<file path="src/rtl/extrema_pkg.sv">
// extrema_pkg: shared FSM encoding and default sizing for the extrema tracker
package extrema_pkg;
    typedef enum logic [1:0] {
        ST_IDLE    = 2'b00,
        ST_COLLECT = 2'b01,
        ST_DONE    = 2'b10
    } state_t;
    localparam int DEF_WIDTH = 5;
    localparam int DEF_WIN = 8;
endpackage

</file>
<file path="src/rtl/extrema_tracker_if.sv">
// extrema_tracker_if: sample stream in (valid/ready) and window result out (valid/ack)
// master: sample source and result consumer; slave: extrema_tracker
// EXTREMA_IDX_EN adds max_idx
interface extrema_tracker_if import extrema_pkg::*; #(
    parameter int WIDTH = DEF_WIDTH,
    parameter int WIN = DEF_WIN
);
    localparam int CW = $clog2(WIN + 1);
    logic start;
    logic in_valid;
    logic in_ready;
    logic [WIDTH-1:0] in_data;
    logic out_valid;
    logic out_ack;
    logic [WIDTH-1:0] max_val;
    logic [WIDTH-1:0] min_val;
    logic [CW-1:0] gt_cnt;
    logic [CW-1:0] eq_cnt;
    logic busy;
`ifdef EXTREMA_IDX_EN
    logic [CW-1:0] max_idx;
`endif
    modport master (
`ifdef EXTREMA_IDX_EN
        input max_idx,
`endif
        output start, in_valid, in_data, out_ack,
        input in_ready, out_valid, max_val, min_val, gt_cnt, eq_cnt, busy
    );
    modport slave (
`ifdef EXTREMA_IDX_EN
        output max_idx,
`endif
        input start, in_valid, in_data, out_ack,
        output in_ready, out_valid, max_val, min_val, gt_cnt, eq_cnt, busy
    );
endinterface

</file>
<file path="src/rtl/mag_cmp_n.sv">
// mag_cmp_n: unsigned magnitude comparator, exactly one of agtb/aeqb/altb is high
// Ports: a, b (WIDTH-bit operands); agtb, aeqb, altb (compare results)
module mag_cmp_n #(
    parameter int WIDTH = 5
) (
    input  logic [WIDTH-1:0] a,
    input  logic [WIDTH-1:0] b,
    output logic agtb,
    output logic aeqb,
    output logic altb
);
    assign agtb = a > b;
    assign aeqb = a == b;
    assign altb = a < b;
endmodule

</file>
<file path="src/rtl/extrema_tracker.sv">
// extrema_tracker: per-window running max/min with new-max and tie-with-max counts
// Ports: clk, rst (async active-high), bus (extrema_tracker_if.slave)
// EXTREMA_IDX_EN adds max_idx: window index of the sample that last raised the max
module extrema_tracker import extrema_pkg::*; #(
    parameter int WIDTH = DEF_WIDTH,
    parameter int WIN = DEF_WIN
) (
    input logic clk,
    input logic rst,
    extrema_tracker_if.slave bus
);
    localparam int CW = $clog2(WIN + 1);
    state_t state, state_n;
    logic [CW-1:0] cnt;
    logic accept, clear, first, last, raise, tie, lower;
    logic unused_max_lt, unused_min_gt, unused_min_eq;
    mag_cmp_n #(.WIDTH(WIDTH)) u_max_cmp (
        .a(bus.in_data), .b(bus.max_val), .agtb(raise), .aeqb(tie), .altb(unused_max_lt)
    );
    mag_cmp_n #(.WIDTH(WIDTH)) u_min_cmp (
        .a(bus.in_data), .b(bus.min_val), .agtb(unused_min_gt), .aeqb(unused_min_eq), .altb(lower)
    );
    // accept is taken from state directly so it does not loop through in_ready
    assign accept = bus.in_valid & (state == ST_COLLECT);
    assign clear = (state == ST_IDLE) & bus.start;
    assign first = cnt == '0;
    assign last = cnt == CW'(WIN - 1);
    always_ff @(posedge clk or posedge rst) begin
        if (rst)
            state <= ST_IDLE;
        else
            state <= state_n;
    end
    always_comb begin
        bus.in_ready = state == ST_COLLECT;
        bus.out_valid = state == ST_DONE;
        bus.busy = state != ST_IDLE;
        state_n = clear ? ST_COLLECT :
                  (accept && last) ? ST_DONE :
                  (state == ST_DONE && bus.out_ack) ? ST_IDLE :
                  (state == ST_COLLECT || state == ST_DONE) ? state : ST_IDLE;
    end
    always_ff @(posedge clk or posedge rst) begin
        if (rst) begin
            cnt <= '0;
            bus.max_val <= '0;
            bus.min_val <= '0;
            bus.gt_cnt <= '0;
            bus.eq_cnt <= '0;
`ifdef EXTREMA_IDX_EN
            bus.max_idx <= '0;
`endif
        end else if (clear) begin
            cnt <= '0;
            bus.max_val <= '0;
            bus.min_val <= '0;
            bus.gt_cnt <= '0;
            bus.eq_cnt <= '0;
`ifdef EXTREMA_IDX_EN
            bus.max_idx <= '0;
`endif
        end else if (accept) begin
            cnt <= cnt + CW'(1);
            if (first) begin
                bus.max_val <= bus.in_data;
                bus.min_val <= bus.in_data;
                bus.gt_cnt <= CW'(1);
`ifdef EXTREMA_IDX_EN
                bus.max_idx <= '0;
`endif
            end else begin
                if (raise) begin
                    bus.max_val <= bus.in_data;
                    bus.gt_cnt <= bus.gt_cnt + CW'(1);
`ifdef EXTREMA_IDX_EN
                    bus.max_idx <= cnt;
`endif
                end
                if (tie)
                    bus.eq_cnt <= bus.eq_cnt + CW'(1);
                if (lower)
                    bus.min_val <= bus.in_data;
            end
        end
    end
endmodule
</file>
<file path="src/flat_wrapper.sv">
// flat-port wrapper written by rule: the top's interface ports become plain ports
module extrema_tracker_flat import extrema_pkg::*;
#(
    parameter int WIDTH = DEF_WIDTH,
    parameter int WIN = DEF_WIN
)
  (clk, rst, bus_start, bus_in_valid, bus_in_data, bus_out_ack, bus_in_ready, bus_out_valid, bus_max_val, bus_min_val, bus_gt_cnt, bus_eq_cnt, bus_busy);
  extrema_tracker_if #(.WIDTH(WIDTH), .WIN(WIN)) bus_i ();
  input logic clk;
  input logic rst;
  input wire logic [$bits(bus_i.start)-1:0] bus_start;
  input wire logic [$bits(bus_i.in_valid)-1:0] bus_in_valid;
  input wire logic [$bits(bus_i.in_data)-1:0] bus_in_data;
  input wire logic [$bits(bus_i.out_ack)-1:0] bus_out_ack;
  output wire logic [$bits(bus_i.in_ready)-1:0] bus_in_ready;
  output wire logic [$bits(bus_i.out_valid)-1:0] bus_out_valid;
  output wire logic [$bits(bus_i.max_val)-1:0] bus_max_val;
  output wire logic [$bits(bus_i.min_val)-1:0] bus_min_val;
  output wire logic [$bits(bus_i.gt_cnt)-1:0] bus_gt_cnt;
  output wire logic [$bits(bus_i.eq_cnt)-1:0] bus_eq_cnt;
  output wire logic [$bits(bus_i.busy)-1:0] bus_busy;
  assign bus_i.start = bus_start;
  assign bus_i.in_valid = bus_in_valid;
  assign bus_i.in_data = bus_in_data;
  assign bus_i.out_ack = bus_out_ack;
  assign bus_in_ready = bus_i.in_ready;
  assign bus_out_valid = bus_i.out_valid;
  assign bus_max_val = bus_i.max_val;
  assign bus_min_val = bus_i.min_val;
  assign bus_gt_cnt = bus_i.gt_cnt;
  assign bus_eq_cnt = bus_i.eq_cnt;
  assign bus_busy = bus_i.busy;
  extrema_tracker #(.WIDTH(WIDTH), .WIN(WIN)) u_core (.clk(clk), .rst(rst), .bus(bus_i));
endmodule
</file>
<file path="config.mk">
export PLATFORM = sky130hd
export DESIGN_NAME = extrema_tracker_flat
export DESIGN_NICKNAME = d
export VERILOG_FILES = /design/src/rtl/extrema_pkg.sv /design/src/rtl/extrema_tracker_if.sv /design/src/rtl/mag_cmp_n.sv /design/src/rtl/extrema_tracker.sv /design/src/flat_wrapper.sv
export SDC_FILE = /design/constraint.sdc
export NUM_CORES = 1
export LEC_CHECK = 0
export BUFFER_PORTS_ARGS = -buffer_cell sky130_fd_sc_hd__buf_2
export CORE_ASPECT_RATIO = 1.4
export CORE_MARGIN = 1
export CORE_UTILIZATION = 30
export CTS_BUF_LIST = sky130_fd_sc_hd__clkbuf_16
export DETAILED_ROUTE_END_ITERATION = 16
export GPL_TIMING_DRIVEN = 0
export HOLD_SLACK_MARGIN = 0.06
export SLEW_MARGIN = 15
export SYNTH_ARGS = -nofsm -noshare
export SYNTH_HDL_FRONTEND = slang
export SYNTH_SLANG_ARGS = --single-unit
</file>
<file path="constraint.sdc">
create_clock -name clk -period 2.3 [get_ports clk]
set_clock_uncertainty 0.05 [all_clocks]
set_input_delay 0 -clock clk [delete_from_list [all_inputs] [get_ports clk]]
set_output_delay 0 -clock clk [all_outputs]
set_load 0.01 [all_outputs]
</file>
* Word level (Yosys, flattened, before mapping)
Cells that the tools add are included.
** Cells by class
- Add/sub/neg operators :: 3
- Order comparisons :: 2
- Equal/unequal tests :: 6
- Multiplexer cells :: 22
- Bitwise logic cells :: 2
- Reduce and logical (&&, ||, !) cells :: 13
** Operator list (number)
- 2-to-1 mux 4 bit :: 10
- 2-to-1 mux 5 bit :: 8
- adder 4 x 1 -> 4 bit (second input constant) :: 3
- 2-to-1 mux 2 bit :: 4
- nonzero test 2 bit :: 3
- nonzero test 3 bit :: 2
- == test 5 bit :: 1
- > comparator 5 bit :: 1
- < comparator 5 bit :: 1
- == test 4 x 3 -> 1 bit (second input constant) :: 1
- zero test 4 bit :: 1
- != test 4 x 1 -> 1 bit (second input constant) :: 1
- AND reduction 2 bit :: 2
- AND reduction 3 bit :: 1
- AND 1 bit :: 2
- == test 2 x 1 -> 1 bit (second input constant) :: 1
- == test 2 bit (second input constant) :: 1
- logical AND 1 bit :: 2
- zero test 2 bit :: 1
- != test 2 x 1 -> 1 bit (second input constant) :: 1
- logical OR 1 bit :: 1
** Word-level totals
- Bits in registers :: 24
- Input bits :: 10
- Output and inout bits :: 21
- Logic and storage cells :: 54

* Depth between registers and ports, before layout
Gate-level depths: netlist of run 1.
- Word-level depth :: 6
- Gate-level depth with buffers :: 7
- Mapped depth without buffers :: 7

* Hierarchy
Synthesis of run 1 repeated with hierarchy kept, for this count alone.
** Unflattened totals
- Cells, all modules :: 162
- Area, all modules :: 1526.5 µm²
** By module, submodules not included
- extrema_tracker :: instances 1, cells each 122, area each 1241.2 µm²
- mag_cmp_n :: instances 2, cells each 20, area each 142.6 µm²

* Least setup slack after synthesis of run 1
OpenSTA, ideal clock, no wires.
- Kind :: register to register
- Start point :: register u_core.bus.max_val[2]
- End point :: register u_core.bus.max_val[0]
- Library setup time :: 0.125 ns
- Arrival time :: 2.009 ns
- Required time :: 2.125 ns
- Path slack :: 0.116 ns
- Cell stages (with the launch flop) :: 8
- Cell sequence :: dfrtp_1 > inv_1 > ha_1 > a211o_1 > a221o_1 > and2_4 > o21bai_4 > mux2_2
** On the way
- Longest elaborated chain between the ends :: 3
** Ends and longest elaborated chain
- start: declaration :: RTL line extrema_tracker_if.sv:35 : output in_ready, out_valid, max_val, min_val, gt_cnt, eq_cnt, busy
- start signal: assignment :: RTL line extrema_tracker.sv:65 : bus.max_val <= bus.in_data;
- start signal: assignment :: RTL line extrema_tracker.sv:73 : bus.max_val <= bus.in_data;
- > comparator 5 bit :: RTL line mag_cmp_n.sv:12 : assign agtb = a > b;
- nonzero test 3 bit (no line)
- AND reduction 2 bit (no line)
No other way between the ends.
A chain may end at the register's enable or synchronous reset.

* Worst setup path in the final report of run 1
- Start point :: register u_core.bus.max_val[2]
- End point :: register u_core.bus.max_val[3]
Same word-level chain as after synthesis.

==> results, run 1 <==
- In the finished design, the share of the clock period the worst path needs comes to 96.67%.
- The cell type of the slowest stage on the worst timing path is sky130_fd_sc_hd__a221o_1.
- The sum of internal, switching and leakage power is 2.276 mW.
- The first-pass GRT wire length is 4671 um.
- The startpoint of the worst-slack reg-to-reg timing path is u_core.bus.max_val[2]$_DFFE_PP0P_.
- The required time of the worst setup path is 2.39 ns.
- For this run, the slowest stage of the critical path takes 0.36 ns.
- Among all flip-flop cells after synthesis, the most frequent one is sky130_fd_sc_hd__dfrtp_1.
- The final count of pins violating max slew is 0.
- The final estimated routing congestion in global placement is 0.7339.
- The tightest min-delay check is of the in -> reg type.
- The finished cells cover 1824 um^2.
- Counting every net in the synthesized netlist gives 156.
- In this run the critical register-to-register path is captured at u_core.bus.max_val[3]$_DFFE_PP0P_.
- The height of the chip is 83.48 um.
- The layout overhead on the synthesized area is 28.23%.
- The critical path goes through inv_1, ha_1, a211o_1, a221o_1, and2_4, o21bai_4, buf_12, mux2_2.
- The total buffers and inverters traversed by the critical path is 2.
- For the pin with the worst max-slew slack, the measured transition is 0.9525 ns.
- met2 is the most crowded layer.
- Setup repair after global routing left no endpoint under its margin.
- CTS built an H-tree with a depth of 1.
- Internal power comes to 1.448 mW.
- The ratio of routed vias to standard cells is 4.595.
- Along the worst path, the maximum fanout reaches 7.
- The type of the setup path with the least slack is reg -> reg.
- In this run the standard cell core region covers 4536 um^2.
- For the worst setup path, the data arrival time is 2.32 ns.
- The number of setup violations in the final report is 0.
- For this design, the sink count on the clock tree is 24.
- The maximum resistive drop on vdd is 0.0003540 V.
- Summing the sequential cell areas from Yosys gives 42.22% of the chip area.
- Counting flops and latches in the post-synthesis netlist gives 24.
- For flop-to-flop paths, the worst setup slack is 0.08 ns.
- The number of nets with antenna violations after detailed routing is 0.
- The share of synthesized flip-flops with an asynchronous set or reset is 100.0%.
- The top-area cell type share of the netlist area is 42.22%.
- The path with the worst hold slack has its endpoint at u_core.state[0]$_DFFE_PP0P_.
- The post-synthesis instance area is 1423 um^2.
- The sum of overflow across all layers after global routing is 0.
- The met3 global-route usage is 1.860%.
- Summed over all cells, the static leakage comes to 0.9346 nW.
- Entering global routing, the biggest net connects 25 pins.
- The nature of the critical path startpoint is a register.
- After layout, the worst setup slack is 0.07664 ns.
- For met2 alone, demand over resource in global routing was 21.98%.
- The root buffer selected by CTS is sky130_fd_sc_hd__clkbuf_16.
- The critical path depth is 8.
- Measured in cells, the most critical reg-to-reg path has a length of 8.
- The detailed-route via count is 1089.
- The routed wirelength normalized by instance count is 12.02 um.
- The effective utilization at floorplan is 31.37%.
- The clock network is responsible for 16.5% of the overall power.
- The startpoint of the lowest-slack hold path is bus_in_valid.
- The global-route usage over all layers is 12.18%.
- The clock period minus final worst setup slack is 2.223 ns.
- The first-pass iteration count of the detailed router is 3.
- The total of warnings raised by yosys is 0.
- For this design the total switching power over the nets is 0.8284 mW.
- The worst slack after detailed placement is -0.01599 ns.
- The family with the most delay on the worst path is compound AO/OA/AOI/OAI gates.
- The global routing met1 resource utilization is 13.67%.
- The share of post-route cells with drive strength above 1 is 33.71%.
- In the post-synthesis netlist, the biggest area contributors are sky130_fd_sc_hd__dfrtp_1 (42%), sky130_fd_sc_hd__ha_1 (11%), sky130_fd_sc_hd__mux2_2 (7.9%), sky130_fd_sc_hd__inv_1 (4.0%), sky130_fd_sc_hd__nor2b_1 (2.6%).
- The type of element capturing the critical path is a register.
- The count of buffers inserted at the top-level ports is 30.
- 0 antenna diodes ended up in the layout.
- TritonCTS built the clock tree.
- The worst slew slack as a fraction of its limit is 36.43%.
- The run finished with clean final reports.
- The fraction of power spent switching nets is 36.40%.
- Static timing analysis puts the maximum clock frequency at 449.8 MHz.
- The number of max-cap violations is 0.
- After synthesis, the most frequently instantiated cells are sky130_fd_sc_hd__dfrtp_1 (24), sky130_fd_sc_hd__inv_1 (15), sky130_fd_sc_hd__ha_1 (13).
- 31 I/O pins were placed.
- The average size of a mapped cell is 10.70 um^2.
- The cell with the most instances after synthesis is sky130_fd_sc_hd__dfrtp_1.
- The maximum buffer depth of the clock tree is 2.
- The placed wire-length estimate is 2133 um.
- Of the total power, combinational logic draws 52.0%.
- After the last flow step, the layout net total stands at 199.
- The total clock buffers created by CTS is 3.
- Dividing total power by cell area gives a power density of 1248 nW/um^2.
- The final number of hold-violating endpoints came to 0.
- The synthesized netlist cell count is 133.
- The number of antenna violations at the first check in global routing is 0.
- The first routing iteration left 50 violations.
- The post-synthesis cell type with the largest combined area is sky130_fd_sc_hd__dfrtp_1.
- The die covers 5026 um^2.
- The aggregate routed wire length is 2848 um.
- After clock tree synthesis, the clock-pin slew on the worst setup and hold paths is 0.06 ns.
- The number of global-route vias before repair is 1061.
- The DRC violations left is 0.
- The accumulated negative setup slack is 0 ns.
- The later pin in the worst-skew pair is clocked with a latency of 0.25 ns.
- In this run, flip-flops and latches consume 31.5% of the power.
- After floorplanning, the core was divided into 29 placement rows.
- The number of enable flip-flop cells after synthesis is 0.
- The instance area at placement is 1650 um^2.
- The worst hold path stage count is 3.
- The post-route core utilization is 40.22%.
- Yosys mapped the design onto 38 distinct sky130hd cell types.
- The width of the chip is 60.20 um.
what timing repair did:
item,4_1_cts,5_1_grt
hold buffers,3,0
hold endpoints to repair,25,0
endpoints found under the setup margin,6,7
pin swaps,2,4
setup buffers,3,2
resized for setup,0,4
power groups by stage:
| stage | clock network (mW) | logic [mW] | registers, mW |
|---|---|---|---|
| after global placement | 0 | 1.03 | 0.726 |
| after CTS | 0.391 | 1.10 | 0.717 |
| after floorplan | 0 | 0.707 | 0.761 |
| after global routing | 0.408 | 1.32 | 0.743 |
| after detailed placement | 0 | 1.05 | 0.724 |
| final | 0.376 | 1.18 | 0.717 |
worst min-delay path, cell delays in order:
cell and delay (ns):
sky130_fd_sc_hd__buf_2 0.12, sky130_fd_sc_hd__nand4b_1 0.11, sky130_fd_sc_hd__a21o_1 0.11
per-stage QoR:
step | hold WS, ns | instances
floorplan | -0.03538 | 133
global placement | 0.2161 | 225
detailed placement | 0.2165 | 225
CTS | 0.07798 | 235
global route | 0.1077 | 237
finish | 0.07216 | 237
sequential cells by signal, indices dropped and copies added, names as in the netlist:
name,count
u_core.bus.eq_cnt,4
u_core.state,2
u_core.cnt,4
u_core.bus.max_val,5
u_core.bus.min_val,5
u_core.bus.gt_cnt,4
routing by layer:
layer / vias up / part of all wire [%] / wire (um)
li1: 546 / - / -
met3: 5 / 3.0 / 85
met1: 520 / 42 / 1185
met5: - / 0 / 0
met2: 18 / 54 / 1533
met4: 0 / 1.5 / 43
cells by family (layout without fill, tap and decap cells):
group	Yosys count	count (layout)	synth area share (%)
AND/OR/NAND/NOR	37	37	16.54
flip-flops	24	24	42.22
AO/OA/AOI/OAI	23	23	11.52
buffers and inverters	18	60	5.013
multiplexers	14	14	10.82
adder cells (fa/ha/maj)	13	13	11.43
XOR/XNOR	4	4	2.463
how the worst max path moves through the flow:
stage,startpoint,end
floorplan,u_core.bus.max_val[2]$_DFFE_PP0P_,u_core.bus.max_val[0]$_DFFE_PP0P_
finish,u_core.bus.max_val[2]$_DFFE_PP0P_,u_core.bus.max_val[3]$_DFFE_PP0P_
global placement,u_core.bus.max_val[2]$_DFFE_PP0P_,u_core.bus.max_val[1]$_DFFE_PP0P_
CTS,u_core.bus.max_val[2]$_DFFE_PP0P_,u_core.bus.max_val[4]$_DFFE_PP0P_
detailed placement,u_core.bus.max_val[2]$_DFFE_PP0P_,u_core.bus.max_val[1]$_DFFE_PP0P_
global route,u_core.bus.max_val[4]$_DFFE_PP0P_,u_core.bus.gt_cnt[0]$_DFFE_PP0P_
cell usage in the layout (no fill, tap or decap), drive strengths merged, types with 2 or more instances in the layout:
| cell type | n |
|---|---|
| or2 | 2 |
| o21ai | 6 |
| nand4 | 2 |
| ha | 13 |
| o21a | 2 |
| nand3 | 2 |
| mux2 | 11 |
| dlygate4sd3 | 3 |
| o31ai | 2 |
| and2 | 2 |
| mux2i | 3 |
| nand2b | 4 |
| buf | 36 |
| dfrtp | 24 |
| nor2 | 6 |
| a21oi | 5 |
| inv | 16 |
| clkbuf | 4 |
| a211o | 2 |
| nand2 | 6 |
| xor2 | 3 |
| nor2b | 6 |
| or3 | 2 |
| a31oi | 2 |
final cells by class:
class | count | area (um^2)
fill | 451 | 2711
multi-input combinational | 91 | 765.7
sequential | 24 | 600.6
timing repair buffer | 38 | 230.2
tap | 62 | 77.57
clock buffer | 3 | 75.07
inverter | 16 | 60.06
buffer | 2 | 11.26
clock inverter | 1 | 3.754
(Power assumes the default switching activity.)
==> inputs of run 2 (changes only) <==
- ABC_AREA: not set -> 1
- SYNTH_HIERARCHICAL: not set -> 1
==> run 2 against run 1 <==
Effect of this change: synthesized area grew 12%; power increased by 8.7%; wire length increased by 20%; clock power grew 31%; worst hold slack worse by 0.0052 ns; largest power group unchanged; critical path depth rose by 4; non-clock buffer count down 3; largest cell class unchanged; global-route usage is 0.88 points higher.
==> results, run 2 <==
- Run status: completed (unchanged).
- The detailed-route via count came to 1342 (was 1089).
- The I/O pin count came to 31 (unchanged).
- The final count of pins violating max slew was 0 (unchanged).
- The type of element capturing the critical path is a register (unchanged).
- Highest-count cells in the layout ignoring fill and taps: sky130_fd_sc_hd__nand2_1 (59), sky130_fd_sc_hd__inv_1 (31), sky130_fd_sc_hd__buf_2 (30) (was sky130_fd_sc_hd__buf_2 (30), sky130_fd_sc_hd__dfrtp_1 (24), sky130_fd_sc_hd__inv_1 (15)).
- The width of the chip is 63.58 um (was 60.20 um).
- The DRC violations left was 0 (unchanged).
- The placeable core region is 5159 um^2 (was 4536 um^2).
- The clock tree from TritonCTS is yes (unchanged).
- The met3 global-route usage is 1.933% (was 1.860%).
- The aggregate routed wire length is 3410 um (was 2848 um).
- The number of antenna violations at the first check in global routing is 0 (unchanged).
- The final number of hold-violating endpoints was 0 (unchanged).
- The maximum resistive drop on vdd came to 0.0004172 V (was 0.0003540 V).
- The required time of the worst setup path came to 2.44 ns (was 2.39 ns).
- The maximum number of pins on one net before global-route repair was 25 (unchanged).
- The ratio of routed vias to standard cells came to 4.429 (was 4.595).
- The nature of the critical path startpoint is an input port (was register).
- The post-synthesis instance area is 1593 um^2 (was 1423 um^2).
- The endpoint arrival time on the critical path was 2.02 ns (was 2.32 ns).
- The number of nets with antenna violations after detailed routing is 0 (unchanged).
- The worst slack after detailed placement is 0.4619 ns (was -0.01599 ns).
- The routed wirelength normalized by instance count is 11.25 um (was 12.02 um).
- The setup slack after layout is 0.4245 ns (was 0.07664 ns).
- The maximum buffer depth of the clock tree is 2 (unchanged).
- The root buffer selected by CTS was sky130_fd_sc_hd__clkbuf_16 (unchanged).
- The slew at the pin with the worst max-slew slack is 0.9620 ns (was 0.9525 ns).
- The number of instances resized during post-cts repair is 0 (unchanged).
- The slack of the worst reg-to-reg path is 0.43 ns (was 0.08 ns).
- The worst hold path class is in -> reg (unchanged).
- The startpoint of the worst-slack reg-to-reg timing path is u_core/bus.max_val[4]$_DFFE_PP0P_ (was u_core.bus.max_val[2]$_DFFE_PP0P_).
- The startpoint of the worst setup timing path is bus_in_data[4] (was u_core.bus.max_val[2]$_DFFE_PP0P_).
- The sum of internal, switching and leakage power is 2.473 mW (was 2.276 mW).
- The total of warnings raised by yosys is 6 (was 0).
- The accumulated negative setup slack is 0 ns (unchanged).
- The clock period minus final worst setup slack is 1.875 ns (was 2.223 ns).
- Largest registers: u_core/bus.max_val: 5 flops, u_core/bus.min_val: 5 flops (was u_core.bus.max_val: 5 flops, u_core.bus.min_val: 5 flops).
- The final estimated routing congestion in global placement is 0.7507 (was 0.7339).
- The total number of nets in the final design is 262 (was 199).
- The layout overhead on the synthesized area is 24.35% (was 28.23%).
- The average size of a mapped cell is 8.044 um^2 (was 10.70 um^2).
- The total clock buffers created by CTS is 3 (unchanged).
- The number of setup violations in the final report is 0 (unchanged).
- The total power divided by cell area came to 1249 nW/um^2 (was 1248 nW/um^2).
- The number of DRC markers in iteration 0 came to 58 (was 50).
- RSZ-0062 raised after global routing: no (unchanged).
- The number of global-route vias before repair is 1352 (was 1061).
- The net count of the mapped netlist is 222 (was 156).
- The post-CTS setup buffer count was 0 (was 3).
- The height of the chip was 88.22 um (was 83.48 um).
- The clock network latency to the later pin of the worst-skew pair was 0.26 ns (was 0.25 ns).
- The most common cell after layout, fill and taps aside is sky130_fd_sc_hd__nand2_1 (was sky130_fd_sc_hd__buf_2).
- The placed wire-length estimate is 2612 um (was 2133 um).
- The worst slew slack as a fraction of its limit is 35.79% (was 36.43%).
- The maximum fanout along the worst path came to 10 (was 7).
- The sum of overflow across all layers after global routing was 0 (unchanged).
- The total number of placement rows is 31 (was 29).
- The first-pass iteration count of the detailed router is 4 (was 3).
- The global-route usage over all layers is 13.06% (was 12.18%).
- The clock transition at the register clock pins on the worst setup and hold paths after CTS is 0.06 ns (about the same).
- The busiest metal layer after global routing was met2 (unchanged).
- The area of the die is 5609 um^2 (was 5026 um^2).
- The post-route core utilization is 38.39% (was 40.22%).
- The first-pass GRT wire length is 5706 um (was 4671 um).
- The share of post-route cells with drive strength above 1 is 24.89% (was 33.71%).
- The count of buffers inserted at the top-level ports is 30 (unchanged).
- The top achievable clock speed is 533.2 MHz (was 449.8 MHz).
- The post-route fraction of the period consumed by the critical path came to 81.54% (was 96.67%).
- The level count of the clock H-tree is 1 (unchanged).
- The type of the setup path with the least slack is in -> reg (was reg -> reg).
- The clock sink total is 24 (unchanged).
- The synthesized netlist cell count came to 198 (was 133).
- The met2 global-route usage is 26.50% (was 21.98%).
- The reported leakage power was 1.113 nW (was 0.9346 nW).
- The number of max-cap violations is 0 (unchanged).
- The count of antenna diodes in the layout is 0 (unchanged).
- The startpoint of the lowest-slack hold path is bus_in_data[2] (was bus_in_valid).
- The effective utilization at floorplan is 30.88% (was 31.37%).
- The global routing met1 resource utilization is 12.67% (was 13.67%).
==> run 2: path summary, 6_finish.rpt <==
kind,endpoint,cells past startpoint
min,u_core/bus.max_val[2]$_DFFE_PP0P_,5
min in group asynchronous,u_core/bus.min_val[2]$_DFFE_PP0P_,3
max reg2reg,u_core/bus.max_val[3]$_DFFE_PP0P_,11
max,u_core/bus.max_val[3]$_DFFE_PP0P_,12
min reg2reg,u_core/bus.min_val[3]$_DFFE_PP0P_,2
max in group asynchronous,u_core/bus.min_val[0]$_DFFE_PP0P_,3
==> run 2: report_power, final <==
| group | total, mW | switching [mW] | internal [mW] |
|---|---|---|---|
| registers | 0.745 | 0.157 | 0.588 |
| clock network | 0.492 | 0.146 | 0.346 |
| logic | 1.24 | 0.752 | 0.484 |
| total | 2.47 | 1.06 | 1.42 |
==> run 2: routing by layer <==
layer | up-vias | part of all wire (%)
met3 | 4 | 1.6
met1 | 621 | 42
met4 | 0 | 1.2
li1 | 702 | -
met5 | - | 0
met2 | 15 | 56
==> run 2: repair_timing <==
action | 4_1_cts | 5_1_grt
endpoints found under the setup margin | 0 | 0
hold endpoints to repair | 28 | 0
hold buffers | 5 | 0
==> run 2: critical path, cell delays in order <==
cell                            delay (ns)
sky130_fd_sc_hd__dlygate4sd3_1        0.54
sky130_fd_sc_hd__buf_2                0.15
sky130_fd_sc_hd__ha_1                 0.31
sky130_fd_sc_hd__nand2_2              0.09
sky130_fd_sc_hd__nor3b_2              0.31
sky130_fd_sc_hd__nor2_2               0.07
sky130_fd_sc_hd__inv_1                0.10
sky130_fd_sc_hd__nand3_4              0.10
sky130_fd_sc_hd__nand2_4              0.09
sky130_fd_sc_hd__buf_6                0.15
sky130_fd_sc_hd__nand2_1              0.06
sky130_fd_sc_hd__nand2_1              0.06
==> run 2: per-stage QoR <==
stage,instances,instance area [um^2],hold WS [ns]
final,303,1981,0.06695
after global routing,303,1981,0.09726
after CTS,303,1981,0.07145
after detailed placement,294,1826,0.1315
after global placement,294,1826,0.1257
after floorplan,198,1593,-0.03538
==> run 2: final cells by class <==
| cell class | instances | area, um^2 |
|---|---|---|
| Buffer | 2 | 18.77 |
| Clock buffer | 3 | 75.07 |
| Clock inverter | 1 | 30.03 |
| Fill cell | 545 | 3178 |
| Inverter | 33 | 123.9 |
| Multi-Input combinational cell | 139 | 849.6 |
| Sequential cell | 24 | 600.6 |
| Tap cell | 66 | 82.58 |
| Timing Repair Buffer | 35 | 200.2 |
